$ cat src/rtl/deskew_unit.sv
// -----------------------------------------------------------------------------
// deskew_unit
//
// Realigns a staggered wavefront leaving a LANES-wide systolic array. Lane i of
// a wavefront arrives i cycles after lane 0; each lane is delayed by
// LANES-1-i register stages so that all lanes meet in the same cycle, and are
// then captured together by one common output register. A word is therefore
// visible on dout LANES cycles after its lane 0 element was presented.
//
// A partial wavefront after deskew (some but not all delayed valids set) is
// never emitted and raises the sticky align_err flag.
//
// Ports:
//   clk        rising-edge clock
//   rst_n      asynchronous active-low reset
//   in_valid   per-lane valid, bit i qualifies lane i
//   din        lane data, lane i at [i*DATA_WIDTH +: DATA_WIDTH]
//   clr_err    synchronous clear of align_err (a new error in the same cycle wins)
//   out_valid  aligned word present on dout this cycle
//   dout       last aligned word, same lane packing as din
//   out_count  number of aligned words emitted, saturating
//   align_err  sticky misaligned-wavefront flag
// -----------------------------------------------------------------------------
module deskew_unit #(
   parameter int DATA_WIDTH = 8,
   parameter int LANES      = 16,
   parameter int CNT_WIDTH  = 16
) (
   input  logic                        clk,
   input  logic                        rst_n,
   input  logic [LANES-1:0]            in_valid,
   input  logic [LANES*DATA_WIDTH-1:0] din,
   input  logic                        clr_err,
   output logic                        out_valid,
   output logic [LANES*DATA_WIDTH-1:0] dout,
   output logic [CNT_WIDTH-1:0]        out_count,
   output logic                        align_err
);

   // Lane outputs after their individual delay lines.
   logic [LANES-1:0]            dly_valid_s;
   logic [LANES*DATA_WIDTH-1:0] dly_word_s;
   logic                        aligned_valid_s;
   logic                        any_valid_s;

   genvar g;
   generate
      for (g = 0; g < LANES; g++) begin : g_lane
         localparam int DEPTH = LANES - 1 - g;

         if (DEPTH == 0) begin : g_wire
            // The last lane arrives latest and needs no delay.
            assign dly_word_s[g*DATA_WIDTH +: DATA_WIDTH] = din[g*DATA_WIDTH +: DATA_WIDTH];
            assign dly_valid_s[g]                        = in_valid[g];
         end else begin : g_pipe
            logic [DATA_WIDTH-1:0] data_r [DEPTH];
            logic [DEPTH-1:0]      valid_r;

            // Free-running shift line for this lane's data and valid.
            always_ff @(posedge clk or negedge rst_n) begin
               if (!rst_n) begin
                  for (int k = 0; k < DEPTH; k++) begin
                     data_r[k] <= {DATA_WIDTH{1'b0}};
                  end
                  valid_r <= {DEPTH{1'b0}};
               end else begin
                  data_r[0]  <= din[g*DATA_WIDTH +: DATA_WIDTH];
                  valid_r[0] <= in_valid[g];
                  for (int k = 1; k < DEPTH; k++) begin
                     data_r[k]  <= data_r[k-1];
                     valid_r[k] <= valid_r[k-1];
                  end
               end
            end

            assign dly_word_s[g*DATA_WIDTH +: DATA_WIDTH] = data_r[DEPTH-1];
            assign dly_valid_s[g]                        = valid_r[DEPTH-1];
         end
      end
   endgenerate

   // Wavefront completeness after deskew.
   always_comb begin
      aligned_valid_s = &dly_valid_s;
      any_valid_s     = |dly_valid_s;
   end

   // Output valid follows the aligned valid every cycle.
   always_ff @(posedge clk or negedge rst_n) begin
      if (!rst_n) begin
         out_valid <= 1'b0;
      end else begin
         out_valid <= aligned_valid_s;
      end
   end

   // Output word loads only on a complete wavefront, otherwise holds.
   always_ff @(posedge clk or negedge rst_n) begin
      if (!rst_n) begin
         dout <= {(LANES*DATA_WIDTH){1'b0}};
      end else if (aligned_valid_s) begin
         dout <= dly_word_s;
      end else begin
         dout <= dout;
      end
   end

   // Saturating count of emitted words.
   always_ff @(posedge clk or negedge rst_n) begin
      if (!rst_n) begin
         out_count <= {CNT_WIDTH{1'b0}};
      end else if (aligned_valid_s && (out_count != {CNT_WIDTH{1'b1}})) begin
         out_count <= out_count + CNT_WIDTH'(1'b1);
      end else begin
         out_count <= out_count;
      end
   end

   // Sticky misalignment flag; a new error takes priority over clr_err.
   always_ff @(posedge clk or negedge rst_n) begin
      if (!rst_n) begin
         align_err <= 1'b0;
      end else if (any_valid_s && !aligned_valid_s) begin
         align_err <= 1'b1;
      end else if (clr_err) begin
         align_err <= 1'b0;
      end else begin
         align_err <= align_err;
      end
   end

endmodule

$ cat config.mk
export PLATFORM = sky130hd
export DESIGN_NAME = deskew_unit
export DESIGN_NICKNAME = d
export VERILOG_FILES = /design/src/rtl/deskew_unit.sv
export SDC_FILE = /design/constraint.sdc
export NUM_CORES = 1
export LEC_CHECK = 0
export ABC_AREA = 1
export BUFFER_PORTS_ARGS = -buffer_cell sky130_fd_sc_hd__buf_4
export CAP_MARGIN = 20
export CORE_MARGIN = 2
export CORE_UTILIZATION = 52
export DETAILED_ROUTE_END_ITERATION = 7
export PLACE_DENSITY = 0.74
export REMOVE_ABC_BUFFERS = 1
export SYNTH_ARGS = -nofsm -noshare
export SYNTH_HDL_FRONTEND = slang
export SYNTH_SLANG_ARGS = --single-unit
$ cat constraint.sdc
create_clock -name clk -period 1.46 [get_ports clk]
set_input_delay 0.073 -clock clk [delete_from_list [all_inputs] [get_ports clk]]
set_output_delay 0.073 -clock clk [all_outputs]
set_load 0.02 [all_outputs]
Word level (Yosys, flattened, before mapping)
Cells that the tools add are included.
{"block": "totals", "regBits": 1226, "inputBits": 147, "output_inout_bits": 146, "elab_cells": 149}
{"block": "op_classes", "addsub": 1, "n_eq_ne": 1, "mux": 2, "n_reduce_logical": 6}
{"op": "$add A16 B1 Y16 const B", "count": 1}
{"op": "$ne A16 B16 Y1 const B", "count": 1}
{"op": "$reduce_and A16 Y1", "count": 1}
{"op": "$reduce_or A16 Y1", "count": 1}
{"op": "$logic_and A1 B1 Y1", "count": 2}
{"op": "$mux W1", "count": 2}
{"op": "$reduce_bool A2 Y1", "count": 1}
{"op": "$logic_not A1 Y1", "count": 1}

Longest topological paths before layout
Gate-level depths: netlist of the first run.
{"block": "depth", "depth_word": 4, "depth_mapped": 9}

Worst setup path before layout of the first run
Ideal clock, no wire load.
{"block": "synth_path", "path_kind": "flip-flop to flip-flop", "start": "reg out_count[0]", "end": "reg out_count[0]", "setup_time_ns": 0.118, "arrival_ns": 1.543, "required_ns": 1.342, "path_slack_ns": -0.200, "stages_incl_launch_ff": 9, "path_buffers": 0, "synth_period_minus_slack_ns": 1.660, "path_cell_list": "dfrtp_1 ha_1 nand3_2 nor2_1 nand2_1 nand2_4 clkinv_1 nand2_1 nand2_1"}
{"block": "synth_between", "elab_chain_len": 2}
{"item": "start, declared", "line_no": "36", "rtl": "output logic [CNT_WIDTH-1:0] out_count,"}
{"item": "start signal, assigned", "line_no": "111", "rtl": "out_count <= {CNT_WIDTH{1'b0}};"}
{"item": "start signal, assigned", "line_no": "113", "rtl": "out_count <= out_count + CNT_WIDTH'(1'b1);"}
{"item": "start signal, assigned", "line_no": "115", "rtl": "out_count <= out_count;"}
{"item": "parallel branches: the longest is 2 deep, another holds $add A16 B1 Y16"}
Parallel ways; which one is timed is not known.
A chain may end at the register's enable or synchronous reset.

Worst setup path after layout of the first run
{"block": "layout_path", "start": "reg g_lane[13].g_pipe.valid_r[1]", "end": "reg dout[32]"}
{"block": "layout_between", "elab_chain_len": 1}
{"item": "start, declared", "line_no": "57", "rtl": "logic [DEPTH-1:0] valid_r;"}
{"item": "start signal, assigned", "line_no": "65", "rtl": "valid_r <= {DEPTH{1'b0}};"}
{"item": "start signal, assigned by index", "line_no": "71", "rtl": "valid_r[k] <= valid_r[k-1];"}
{"item": "$reduce_and A16 Y1", "line_no": "84", "rtl": "aligned_valid_s = &dly_valid_s;"}
{"item": "end signal, assigned", "line_no": "100", "rtl": "dout <= {(LANES*DATA_WIDTH){1'b0}};"}
{"item": "end signal, assigned", "line_no": "102", "rtl": "dout <= dly_word_s;"}
{"item": "end signal, assigned", "line_no": "104", "rtl": "dout <= dout;"}
{"item": "end, declared", "line_no": "35", "rtl": "output logic [LANES*DATA_WIDTH-1:0] dout,"}
Every way passes these cells.

==> results.md, run 1 <==
- The number of buffers created by CTS is 113.
- The internal portion of the total power is 0.0533 W.
- The largest single stage delay on the critical path is 0.35 ns.
- The overall fraction of global-route tracks in use is 0.194.
- In this run, the number of DRC markers left after iteration 0 of detailed routing was 1145.
- Summed over all cells, the static leakage comes to 20.8 nW.
- Subtracting the final worst setup slack from the clock period gives 1.53 ns.
- The tool flagged a number of max-cap violations equal to 0.
- The detailed router put a total of 23300 um of wire on met1.
- The floorplan has 92 rows.
- Total power for the finished layout comes to 0.0670 W.
- The maximum level of the CTS H-tree is 3.
- The full die area is 65600 um2.
- In this run the standard cell core region covers 63000 um2.
- Before CTS, the worst setup slack after placement is -0.125 ns.
- The clock tree from TritonCTS is done.
- By startpoint and endpoint, the worst setup path is classified as register to register.
- The number of endpoints with negative hold slack in the final report is 0.
- The number of distinct library cells after synthesis is 19.
- The number of buffers and inverters on the critical path is 3.
- The count of final max-slew check failures is 0.
- The dominant cell type by count on the critical path is sky130_fd_sc_hd__nand2_1.
- The total length of routed met2 wires is 33800 um.
- The clock group share of total power is 0.440.
- The final setup skew is 0.0224 ns.
- Data on the critical path is required at its endpoint by 2.01 ns.
- The clock passes through at most 3 buffers.
- Yosys printed 0 warnings.
- The signal on the critical path passes through nand2_1, nor2_2, nand2_2, nor2_4, buf_12, inv_16, buf_12, nand2_1, nand2_1.
- The initial utilization of the core area, before any placement, comes to 0.525.
- The HPWL after detailed placement is 33300 um.
- The top achievable clock speed is 652 MHz.
- The switching power summed over all nets is 0.0137 W.
- The final setup TNS is -3.90 ns.
- Across all setup checks in the final design, the least slack found is -0.0743 ns.
- The root buffer cell chosen for the clock tree is sky130_fd_sc_hd__clkbuf_16.
- Of the total power, combinational logic draws 0.023.
- The post-route non-filler standard cell count is 3376.
- The clock transition at the registers of the reported paths is 0.06 ns.
- The gate count after technology mapping is 1794.
- The flow ran to the end, but the final reports show violations.
- The number of endpoints failing setup at the final stage is 118.
- The slew at the pin closest to its max-slew limit is 0.480 ns.
- The final layout contains 2582 nets.
- The peak ir drop on the vdd network is 0.000949 V.
- The number of placed I/O pins is 293.
- The critical path startpoint category is a register.
- The worst-case register-to-register setup slack is -0.07 ns.
- Averaged over all synthesized cells, the footprint is 18.4 um2.
- The largest fanout of any net on the critical path is 29.
- The cell with the largest stage delay on the worst path is sky130_fd_sc_hd__dfrtp_1.
- Setup repair after global routing could not meet its margin everywhere.
- The count of vias placed by the detailed router is 15.5k.
- After detailed routing, the average wire length per cell comes to 18.4 um.
- The type of element capturing the critical path is a register.
- For this block, the routed nets add up to 62100 um of wire.
- The uppermost layer routed is met4.
- Summed over all layers, the global routing overflow is 0.
- The via count of the first global-routing pass is 17.7k.
- The number of antenna violations at the first check in global routing is 3.
- The final weighted congestion in routability-driven placement is 0.867.
- The number of detailed-routing iterations run before antenna repair is 5.
- The height of the die is 256 um.
- The first global-routing pass estimated 97900 um of wire.
- The insertion delay to the later sink of the worst-skew pair is 0.66 ns.
- The die width is 256 um.
- The class of the tightest hold or removal check is input pin to register.
- Of the total power, registers draw 0.537.
- Of the total power, the share spent switching nets is 0.204.
- The cell family contributing the most delay on the critical path is simple AND/OR/NAND/NOR gates.
- The final reports fail on setup timing.
- The ratio of total power to cell area is 1560 nW/um2.
- The synthesis-stage register bit count is 1226.
- In this run the remaining antenna-violating nets after routing total 0.
- At the worst endpoint, the arrival time is 2.08 ns.
- In the detailed route, the total length drawn on met3 is 2660 um.
- The area added between synthesis and finish is 29.8%.
- The detail-routed via count per cell is 4.59.
- Port buffering added 292 buffers.
- The sequential element share of the synthesized area is 0.928.
- The maximum number of pins on one net before global-route repair is 96.
- In the routed design, unresolved DRC markers number 0.
- Of the cells placed in the final design, the portion with a size suffix greater than 1 is 0.252.
- CTS saw 1226 sinks.
- The worst relative slew slack is 0.680.
- After synthesis the cells add up to 33000 um2.
- The final period utilization is 1.05.
- Counting tap cells, the placed design contains a total of 2996 instances.
## power groups by stage
stage	sequential (W)	combinational (W)	clock, W
CTS	0.0360	0.00155	0.0301
global placement	0.0364	0.00115	0
global route	0.0361	0.00173	0.0318
floorplan	0.0364	0.0000126	0
detailed placement	0.0366	0.00120	0
finish	0.0360	0.00152	0.0295
## through the flow
step / hold slack [ns] / util / cell area [um2]
floorplan: -0.223 / - / 32800
global placement: -0.0153 / 0.589 / 37100
detailed placement: -0.0193 / 0.589 / 37100
CTS: 0.0143 / 0.676 / 42500
global route: 0.0349 / 0.681 / 42900
finish: 0.0609 / 0.681 / 42900
## flip-flops by register name, summed over array words and instances (netlist names)
| register | flops |
|---|---|
| align_err | 1 |
| dly_word_s | 112 |
| dout | 128 |
| g_lane.g_pipe.data_r | 848 |
| g_lane.g_pipe.valid_r | 120 |
| out_count | 16 |
| out_valid | 1 |
## what timing repair did
item | 4_1_cts | 5_1_grt
setup endpoints to repair | 152 | 150
gates cloned | 1 | 6
endpoints found under the hold margin | 1371 | 0
setup buffers | 13 | 5
gates resized for setup | 22 | 52
pin swaps | 4 | 6
hold buffers | 147 | 0
## logic make-up (layout without fill, tap and decap cells)
logic type	Yosys count	after routing	synth area share
flip-flops	1226	1226	0.928
XOR/XNOR	7	7	0.00186
buffers and inverters	44	777	0.00893
other	0	3	0
AND/OR/NAND/NOR	509	509	0.0594
AO/OA/AOI/OAI	7	7	0.00114
adder cells (fa/ha/maj)	1	1	0.000379
## cell usage after synthesis
library cell               instances  share of area
sky130_fd_sc_hd__nor2_4            1        0.00034
sky130_fd_sc_hd__o21a_1            1        0.00023
sky130_fd_sc_hd__xnor2_1           7         0.0019
sky130_fd_sc_hd__buf_2             8         0.0012
sky130_fd_sc_hd__nand4_1           9         0.0017
sky130_fd_sc_hd__clkbuf_1          1        0.00011
sky130_fd_sc_hd__buf_6            12         0.0041
sky130_fd_sc_hd__o21ai_0           6        0.00091
sky130_fd_sc_hd__nor2_1           29         0.0033
sky130_fd_sc_hd__dfrtp_1        1226           0.93
sky130_fd_sc_hd__nand2_1         461          0.052
sky130_fd_sc_hd__inv_1            13         0.0015
sky130_fd_sc_hd__nand3_2           1        0.00030
sky130_fd_sc_hd__nand3_1           7         0.0011
sky130_fd_sc_hd__ha_1              1        0.00038
sky130_fd_sc_hd__buf_4             8         0.0018
sky130_fd_sc_hd__nand2_4           1        0.00034
sky130_fd_sc_hd__clkinv_1          1        0.00011
sky130_fd_sc_hd__inv_2             1        0.00011
## layout make-up
type	instances	area (um2)
Fill cell	3915	20100
Timing Repair Buffer	554	5080
Tap cell	846	1060
Inverter	15	75.1
Sequential cell	1226	30700
Clock inverter	44	482
Multi-Input combinational cell	524	2190
Clock buffer	164	3330
Antenna cell	3	7.51
## worst register-to-register path, stage by stage, from the launching register on
cell and delay [ns]:
sky130_fd_sc_hd__dfrtp_1 0.35, sky130_fd_sc_hd__nand2_1 0.07, sky130_fd_sc_hd__nor2_2 0.15, sky130_fd_sc_hd__nand2_2 0.09, sky130_fd_sc_hd__nor2_4 0.16, sky130_fd_sc_hd__buf_12 0.18
sky130_fd_sc_hd__inv_16 0.08, sky130_fd_sc_hd__buf_12 0.21, sky130_fd_sc_hd__nand2_1 0.10, sky130_fd_sc_hd__nand2_1 0.06
## metal layers
metal,vias to the layer above,GRT usage
met1,8124,0.234
li1,6821,-
met2,394,0.340
met3,142,0.0367
met4,0,0.0874
met5,-,0
## layout by cell type, fill, tap and decap left out
| cell | count |
|---|---|
| sky130_fd_sc_hd__dfrtp_1 | 1226 |
| sky130_fd_sc_hd__nand2_1 | 434 |
| sky130_fd_sc_hd__buf_4 | 358 |
| sky130_fd_sc_hd__dlygate4sd3_1 | 147 |
| sky130_fd_sc_hd__clkbuf_16 | 119 |
| sky130_fd_sc_hd__clkbuf_8 | 29 |
| sky130_fd_sc_hd__nand2_2 | 27 |
| sky130_fd_sc_hd__buf_12 | 26 |
| sky130_fd_sc_hd__clkinv_2 | 23 |
| sky130_fd_sc_hd__clkbuf_1 | 21 |
| sky130_fd_sc_hd__nor2_1 | 20 |
| sky130_fd_sc_hd__inv_1 | 13 |
| sky130_fd_sc_hd__buf_6 | 13 |
| sky130_fd_sc_hd__nand4_1 | 9 |
| sky130_fd_sc_hd__nor2_2 | 8 |
| sky130_fd_sc_hd__clkinvlp_4 | 8 |
| sky130_fd_sc_hd__nand3_1 | 7 |
| sky130_fd_sc_hd__xnor2_1 | 7 |
| sky130_fd_sc_hd__bufinv_16 | 7 |
| sky130_fd_sc_hd__buf_16 | 4 |
| sky130_fd_sc_hd__diode_2 | 3 |
| sky130_fd_sc_hd__inv_16 | 3 |
| sky130_fd_sc_hd__o21ai_0 | 3 |
| sky130_fd_sc_hd__nor2_4 | 2 |
| sky130_fd_sc_hd__o21ai_1 | 2 |
| sky130_fd_sc_hd__inv_6 | 2 |
| sky130_fd_sc_hd__nand3_2 | 1 |
| sky130_fd_sc_hd__nand2_4 | 1 |
| sky130_fd_sc_hd__inv_4 | 1 |
| sky130_fd_sc_hd__o21a_1 | 1 |
| sky130_fd_sc_hd__o21ai_2 | 1 |
| sky130_fd_sc_hd__ha_4 | 1 |
| sky130_fd_sc_hd__clkinv_16 | 1 |
| sky130_fd_sc_hd__clkinv_4 | 1 |
| sky130_fd_sc_hd__buf_8 | 1 |
## final timing paths
check	startpoint	to	cells after the start
max reg2reg	g_lane[13].g_pipe.valid_r[1]	dout[32]	9
min	din[90]	g_lane[11].g_pipe.data_r[26]	2
min reg2reg	g_lane[8].g_pipe.data_r[44]	g_lane[8].g_pipe.data_r[36]	0
max in group asynchronous	rst_n	g_lane[2].g_pipe.data_r[99]	4
min in group asynchronous	rst_n	dly_word_s[81]	3
max	g_lane[13].g_pipe.valid_r[1]	dout[32]	9
No activity file was read; power rests on OpenSTA's default activity.
==> inputs of run 2 (changes only) <==
Settings changed: CTS_CLUSTER_DIAMETER set to 120, GPL_TIMING_DRIVEN set to 0, PLACE_DENSITY 0.74 to not set, PLACE_DENSITY_LB_ADDON set to 0.15.
==> run 2 against run 1 <==
The flow finishes with violations (hold timing, setup timing). Total power grew 0.76%. Sequential share of layout area grew 0.42 points. Final cell count shrank 1.7%. Combinational power shrank 9%. Non-clock buffer count shrank 66. Critical path type unchanged. Highest routed layer unchanged.
==> results.md, run 2 (synthesis results as in run 1) <==
- The number of antenna violations at the first check in global routing is 1.
- Among the stages of the critical path, the cell type that occurs most often is sky130_fd_sc_hd__nand2_1.
- The max-cap check violation count is 0.
- After layout, the design draws a total of 0.0675 W.
- The largest registers in the layout are g_lane.g_pipe.data_r x848, dout x128, g_lane.g_pipe.valid_r x120.
- The final setup TNS is -26.04 ns.
- The share of cells above drive strength 1 is 0.232.
- The detail route stage leaves a number of antenna-violating nets equal to 0.
- The cell with the largest stage delay on the worst path is sky130_fd_sc_hd__dfrtp_1.
- The count of final max-slew check failures was 0.
- The number of standard-cell rows in the floorplan is 92.
- The first global-routing pass estimated 94100 um of wire.
- The type of the worst setup path is register to register.
- The worst relative slew slack is 0.382.
- The number of endpoints with negative hold slack in the final report is 445.
- The number of fill cells is 4002.
- The clock transition at the registers of the reported paths is 0.06 ns.
- Clock tree synthesis found a total of 1226 sinks.
- The H-tree generated during clock tree synthesis spans 3 levels.
- For the worst-skew pair, the clock arrives at the later sink with an insertion delay of 0.66 ns.
- Derived from the worst setup path, the maximum achievable clock frequency is 586 MHz.
- Setup repair after global routing could not meet its margin everywhere.
- Across all hold checks on the routed design, the worst slack comes to -0.684 ns.
- The via count of the first global-routing pass is 16.7k.
- The ratio of total power to cell area is 1580 nW/um2.
- No sink is reached through more buffers than the 3 on the longest clock path.
- In this run the count of I/O pins placed on the die edge is 293.
- In the global route stage, overall resource usage came out at 0.187.
- The height of the die is 256 um.
- The largest fanout of any net on the critical path is 17.
- In the final routed layout, each cell accounts on average for 17.8 um.
- The library cell used as clock root buffer is sky130_fd_sc_hd__clkbuf_16.
- Summed over all layers, the global routing overflow is 0.
- The total leakage power is 20.6 nW.
- The violation count after the first detailed-routing iteration is 1100.
- The worst setup margin is -0.246 ns.
- The final weighted congestion in routability-driven placement is 0.817.
- The maximum number of pins on one net before global-route repair is 202.
- The class of the tightest hold or removal check is input pin to async pin.
- The total length of routed met2 wires is 30800 um.
- The effective utilization at floorplan is 0.525.
- The combined area of the multi-input logic cells is 2180 um2.
- The overall routed net length is 59000 um.
- TritonCTS built the clock tree.
- The die width is 256 um.
- The worst endpoint required time is 1.99 ns.
- The checks that failed: hold timing, setup timing.
- The final layout net count is 2523.
- The core region is 63000 um2.
- The count of vias placed by the detailed router is 15.1k.
- The uppermost layer routed is met4.
- The top register by number of flip-flops is g_lane.g_pipe.data_r.
- The post-placement cell count is 2915.
- Clock tree synthesis inserted a total of 115 buffers.
- The area growth from synthesis to layout is 29.0%.
- The number of flip-flops in the largest register is 848.
- The amount of wire on met3 after detailed routing is 2960 um.
- The run finished, with violations left.
- After the flow finishes, the layout carries non-filler instances totaling 3317.
- The routed length on met1 is 23700 um.
- The floorplan step defined a die boundary enclosing 65600 um2.
- The library cells used most frequently in the layout, excluding fill and tap cells, are sky130_fd_sc_hd__dfrtp_1, sky130_fd_sc_hd__nand2_1, sky130_fd_sc_hd__buf_4.
- Data arrives at the worst endpoint at 2.23 ns.
- The leading cell type in the layout, fill and taps excluded is sky130_fd_sc_hd__dfrtp_1.
- The DRC violations left is 0.
- Across the routed clock network, the largest skew measured is 0.0329 ns.
- The detail-routed via count per cell is 4.56.
- The slew at the pin closest to its max-slew limit is 0.927 ns.
- Traced cell by cell, the critical path runs through nand2_1, nor2_2, nand2_2, nor2_4, buf_12, buf_16, inv_16, buf_16, nand2_1, nand2_1.
- The final standard cell utilization of the core is 0.677.
- The final critical path time including I/O delays and setup is 1.71 ns.
- Detailed placement ended at an HPWL of 26500 um.
- The critical path startpoint category is a register.
- The largest stage delay on the critical path is 0.36 ns.
- The type of element capturing the critical path is a register.
- The number of endpoints failing setup at the final stage is 144.
- The number of detailed-routing iterations run before antenna repair is 6.
- The peak ir drop on the vdd network is 0.00122 V.
- The area occupied by registers is 30700 um2.
- In the finished design, the share of the clock period the worst path needs comes to 1.17.
- The number of port buffers is 292.
[run 2: cell count changes in the layout (fill, tap and decap cells not counted), sizes merged, moves of 2 or more]
cell      change
bufinv        +2
clkinvlp      -5
buf          -66
bufbuf        +2
diode         -2
clkinv        +8
nand2         +2
[run 2: worst paths after layout]
| kind | cells after the start | startpoint | slack, ns | end |
|---|---|---|---|---|
| setup / recovery | 10 | g_lane[5].g_pipe.valid_r[9] | -0.25 | dout[81] |
| hold / removal | 1 | rst_n | -0.68 | g_lane[9].g_pipe.data_r[29] |
| setup reg to reg | 10 | g_lane[5].g_pipe.valid_r[9] | -0.25 | dout[81] |
| hold reg to reg | 0 | g_lane[0].g_pipe.data_r[8] | 0.32 | dly_word_s[0] |
| max in group asynchronous | 3 | rst_n | 0.25 | dout[56] |
| min in group clk | 2 | din[34] | 0.06 | g_lane[4].g_pipe.data_r[82] |
[run 2: cell type report]
cell class	instances	share of cell area
antenna	1	0.0000587
clock buffer	165	0.0797
clock inverter	47	0.0133
inverter	15	0.00182
multi-input combinational	527	0.0510
sequential	1226	0.719
tap	846	0.0248
timing repair buffer	488	0.109
timing repair inverter	2	0.000528
[run 2: power breakdown]
| part | internal (W) | total, W | switching (W) | leakage [nW] |
|---|---|---|---|---|
| Combinational | 0.000594 | 0.00138 | 0.000781 | 3.99 |
| Clock | 0.0178 | 0.0302 | 0.0124 | 1.96 |
| Sequential | 0.0355 | 0.0359 | 0.000437 | 14.6 |
[run 2: through the flow]
stage,cell area (um2),setup WS (ns)
floorplan,32800,-2.22
global placement,36100,-13.17
detailed placement,36400,-1.25
CTS,42500,-0.199
global route,42600,-0.316
finish,42600,-0.246
[run 2: critical path: cells and delay by family, from the launching register on]
kind / cells / cell delay [ns]
AND/OR/NAND/NOR: 6 / 0.64
buffers and inverters: 4 / 0.52
flip-flops: 1 / 0.36
[run 2: layer usage]
layer / up-vias / GRT usage
met4: 0 / 0.0668
met3: 120 / 0.0408
met2: 405 / 0.316
met1: 7890 / 0.243
met5: - / 0
li1: 6701 / -
[run 2: what timing repair did]
| item | 4_1_cts | 5_1_grt |
|---|---|---|
| gates resized for setup | 55 | 8 |
| hold endpoints to repair | 570 | 227 |
| cloned | 19 | 4 |
| setup buffers | 21 | 1 |
| pin swaps | 5 | 2 |
| hold buffers | 145 | 1 |
| setup endpoints to repair | 323 | 439 |
==> inputs of run 3 (changes only) <==
Settings changed: TNS_END_PERCENT set to 1.
==> run 3 against run 2 <==
The flow still finishes with violations (hold timing, setup timing). Die area stayed put. Final cell count is 0.36% lower. Fmax is 0.52% higher. Via count is 0.73% lower. Design area is 0.38% lower. Critical endpoint is now dout[126]. Highest routed layer unchanged.
==> results.md, run 3 (synthesis results as in run 1) <==
- The run finished, with violations left.
- The final reports fail on hold timing, setup timing.
- The DRC violations left is 0.
- The number of antenna violations at the first check in global routing is 1.
- The floorplan core area is 63000 um2.
- The via count of the first global-routing pass is 16.5k.
- Along the worst path, the maximum fanout reaches 21.
- For this configuration, the core starts out at a cell density of 0.525.
- The global-route wire length before repair is 92800 um.
- The leading cell type in the layout, fill and taps excluded is sky130_fd_sc_hd__dfrtp_1.
- Setup repair after global routing could not meet its margin everywhere.
- Summing all flip-flop and latch instances after layout gives 30700 um2.
- At the later pin of the worst-skew pair, clock insertion delay measures 0.66 ns.
- Clock-pin slew was measured on the worst setup and hold paths at 0.06 ns.
- The final layout net count is 2511.
- The number of hold buffers added after cts is 145.
- The height of the die is 256 um.
- The combined area of the multi-input logic cells is 2210 um2.
- g_lane.g_pipe.data_r holds more flip-flops than any other register.
- The count of final max-slew check failures is 0.
- The HPWL after detailed placement is 26500 um.
- The total leakage power is 20.5 nW.
- The library cells used most frequently in the layout, excluding fill and tap cells, are sky130_fd_sc_hd__dfrtp_1, sky130_fd_sc_hd__nand2_1, sky130_fd_sc_hd__buf_4.
- The type of element capturing the critical path is a register.
- In this run the tightest slew margin relative to its limit is 0.324.
- For this run the aggregate overflow at the end of global routing stands at 0.
- For this run, the top clock speed supported by timing is 589 MHz.
- After layout, the worst setup slack is -0.237 ns.
- STA puts the critical path data arrival time at 2.23 ns.
- Across all layers, the routed design uses 15.0k vias.
- The maximum level of the CTS H-tree is 3.
- TritonCTS built the clock tree.
- The final instance area is 42500 um2.
- The die width is 256 um.
- Entering global routing, the biggest net connects 202 pins.
- On the final layout, the worst hold slack is -0.683 ns.
- The final period utilization is 1.16.
- The number of standard-cell rows in the floorplan is 92.
- Setup violations remaining at the end of the flow were counted as 145.
- The worst path in the final design needs a cycle of 1.70 ns, including I/O delays and setup.
- The clock sink count is 1226.
- In the final layout, the share of cells above drive strength 1 is 0.232.
- The tightest min-delay check is of the input pin to async pin type.
- After detailed routing, the average wire length per cell comes to 17.4 um.
- At the worst endpoint, the required time is 1.99 ns.
- The number of placed I/O pins is 293.
- The max-cap check violation count is 0.
- The largest registers in the layout are g_lane.g_pipe.data_r x848, dout x128, g_lane.g_pipe.valid_r x120.
- In this run, CTS created clock tree buffers numbering 115.
- In the routed layout, each cell is associated on average with a via count of 4.54.
- On the final layout, the worst clock skew is 0.0340 ns.
- Dividing total power by cell area gives a power density of 1590 nW/um2.
- Measured on the finished design, the core utilization comes to 0.675.
- The critical path startpoint category is a register.
- The peak ir drop on the vdd network is 0.00122 V.
- After filler insertion, the fill cell instance count of the layout stands at 4021.
- The number of detailed-routing iterations run before antenna repair is 5.
- Summing all placed instances gives a cell area of 36400 um2.
- Wires add up to 57600 um.
- Relative to the synthesized area, the layout overhead comes to 28.6%.
- The number of flip-flops in the largest register is 848.
- In the global route stage, overall resource usage came out at 0.185.
- The root buffer cell chosen for the clock tree is sky130_fd_sc_hd__clkbuf_16.
- The slew at the pin closest to its max-slew limit is 1.01 ns.
- The number of port buffers is 292.
- The congestion estimate from routability-driven global placement came to 0.817.
- The full die area is 65600 um2.
- The remaining antenna violation count is 0.
- In this run the deepest clock path goes through 3 buffers.
- The type of the worst setup path is register to register.
- The number of endpoints with negative hold slack in the final report is 455.
- The violation count after the first detailed-routing iteration is 1112.
-- run 3: critical path, stage by stage (launching register included) --
cell and delay, ns:
sky130_fd_sc_hd__dfrtp_1 0.35, sky130_fd_sc_hd__nand2_1 0.07, sky130_fd_sc_hd__nor2_2 0.16, sky130_fd_sc_hd__nand2_2 0.10
sky130_fd_sc_hd__nor2_4 0.16, sky130_fd_sc_hd__buf_12 0.14, sky130_fd_sc_hd__buf_16 0.13, sky130_fd_sc_hd__inv_16 0.07
sky130_fd_sc_hd__buf_16 0.20, sky130_fd_sc_hd__nand2_1 0.08, sky130_fd_sc_hd__nand2_1 0.07
-- run 3: through the flow --
stage	worst slack [ns]	total power (W)	instances	TNS [ns]	hold slack, ns
floorplan	-2.22	0.0364	1765	-294.25	-0.223
global placement	-13.17	0.0374	2903	-	0.182
detailed placement	-1.25	0.0375	2915	-602.73	0.0221
CTS	-0.204	0.0683	3303	-42.20	-0.696
global route	-0.353	0.0701	3305	-97.95	-0.672
finish	-0.237	0.0674	3305	-22.78	-0.683
-- run 3: cell type report --
cell class                 instances  share of cell area
multi-input combinational        526              0.0520
antenna                            1           0.0000589
sequential                      1226               0.722
clock inverter                    47              0.0133
tap                              846              0.0249
timing repair buffer             477               0.105
inverter                          15             0.00183
clock buffer                     165              0.0800
timing repair inverter             2            0.000530
-- run 3: repair_timing --
item,4_1_cts,5_1_grt
gates cloned,14,1
pin swaps,5,2
endpoints found under the hold margin,570,226
gates resized for setup,49,27
buffers inserted,17,0
endpoints found under the setup margin,323,527
-- run 3: worst paths after layout --
| path | startpoint | end | slack [ns] | cells past startpoint |
|---|---|---|---|---|
| min | rst_n | dout[82] | -0.68 | 1 |
| min reg2reg | g_lane[0].g_pipe.data_r[8] | dly_word_s[0] | 0.32 | 0 |
| max in group asynchronous | rst_n | g_lane[2].g_pipe.data_r[54] | 0.04 | 3 |
| max reg2reg | g_lane[11].g_pipe.valid_r[3] | dout[126] | -0.24 | 10 |
| max | g_lane[11].g_pipe.valid_r[3] | dout[126] | -0.24 | 10 |
| min in group clk | din[34] | g_lane[4].g_pipe.data_r[82] | 0.06 | 2 |
-- run 3: per-layer routing --
metal  GRT usage  wire, um  vias to the layer above
li1            -         -                     6672
met1       0.241     23200                     7814
met2       0.311     30000                      401
met3      0.0386      2900                      119
met4      0.0669      1510                        0
met5           0         0                        -
-- run 3: where the power goes --
group | switching (W) | internal (W) | total, W
combinational | 0.000776 | 0.000587 | 0.00136
sequential | 0.000434 | 0.0355 | 0.0359
clock | 0.0123 | 0.0178 | 0.0301
total | 0.0135 | 0.0539 | 0.0674
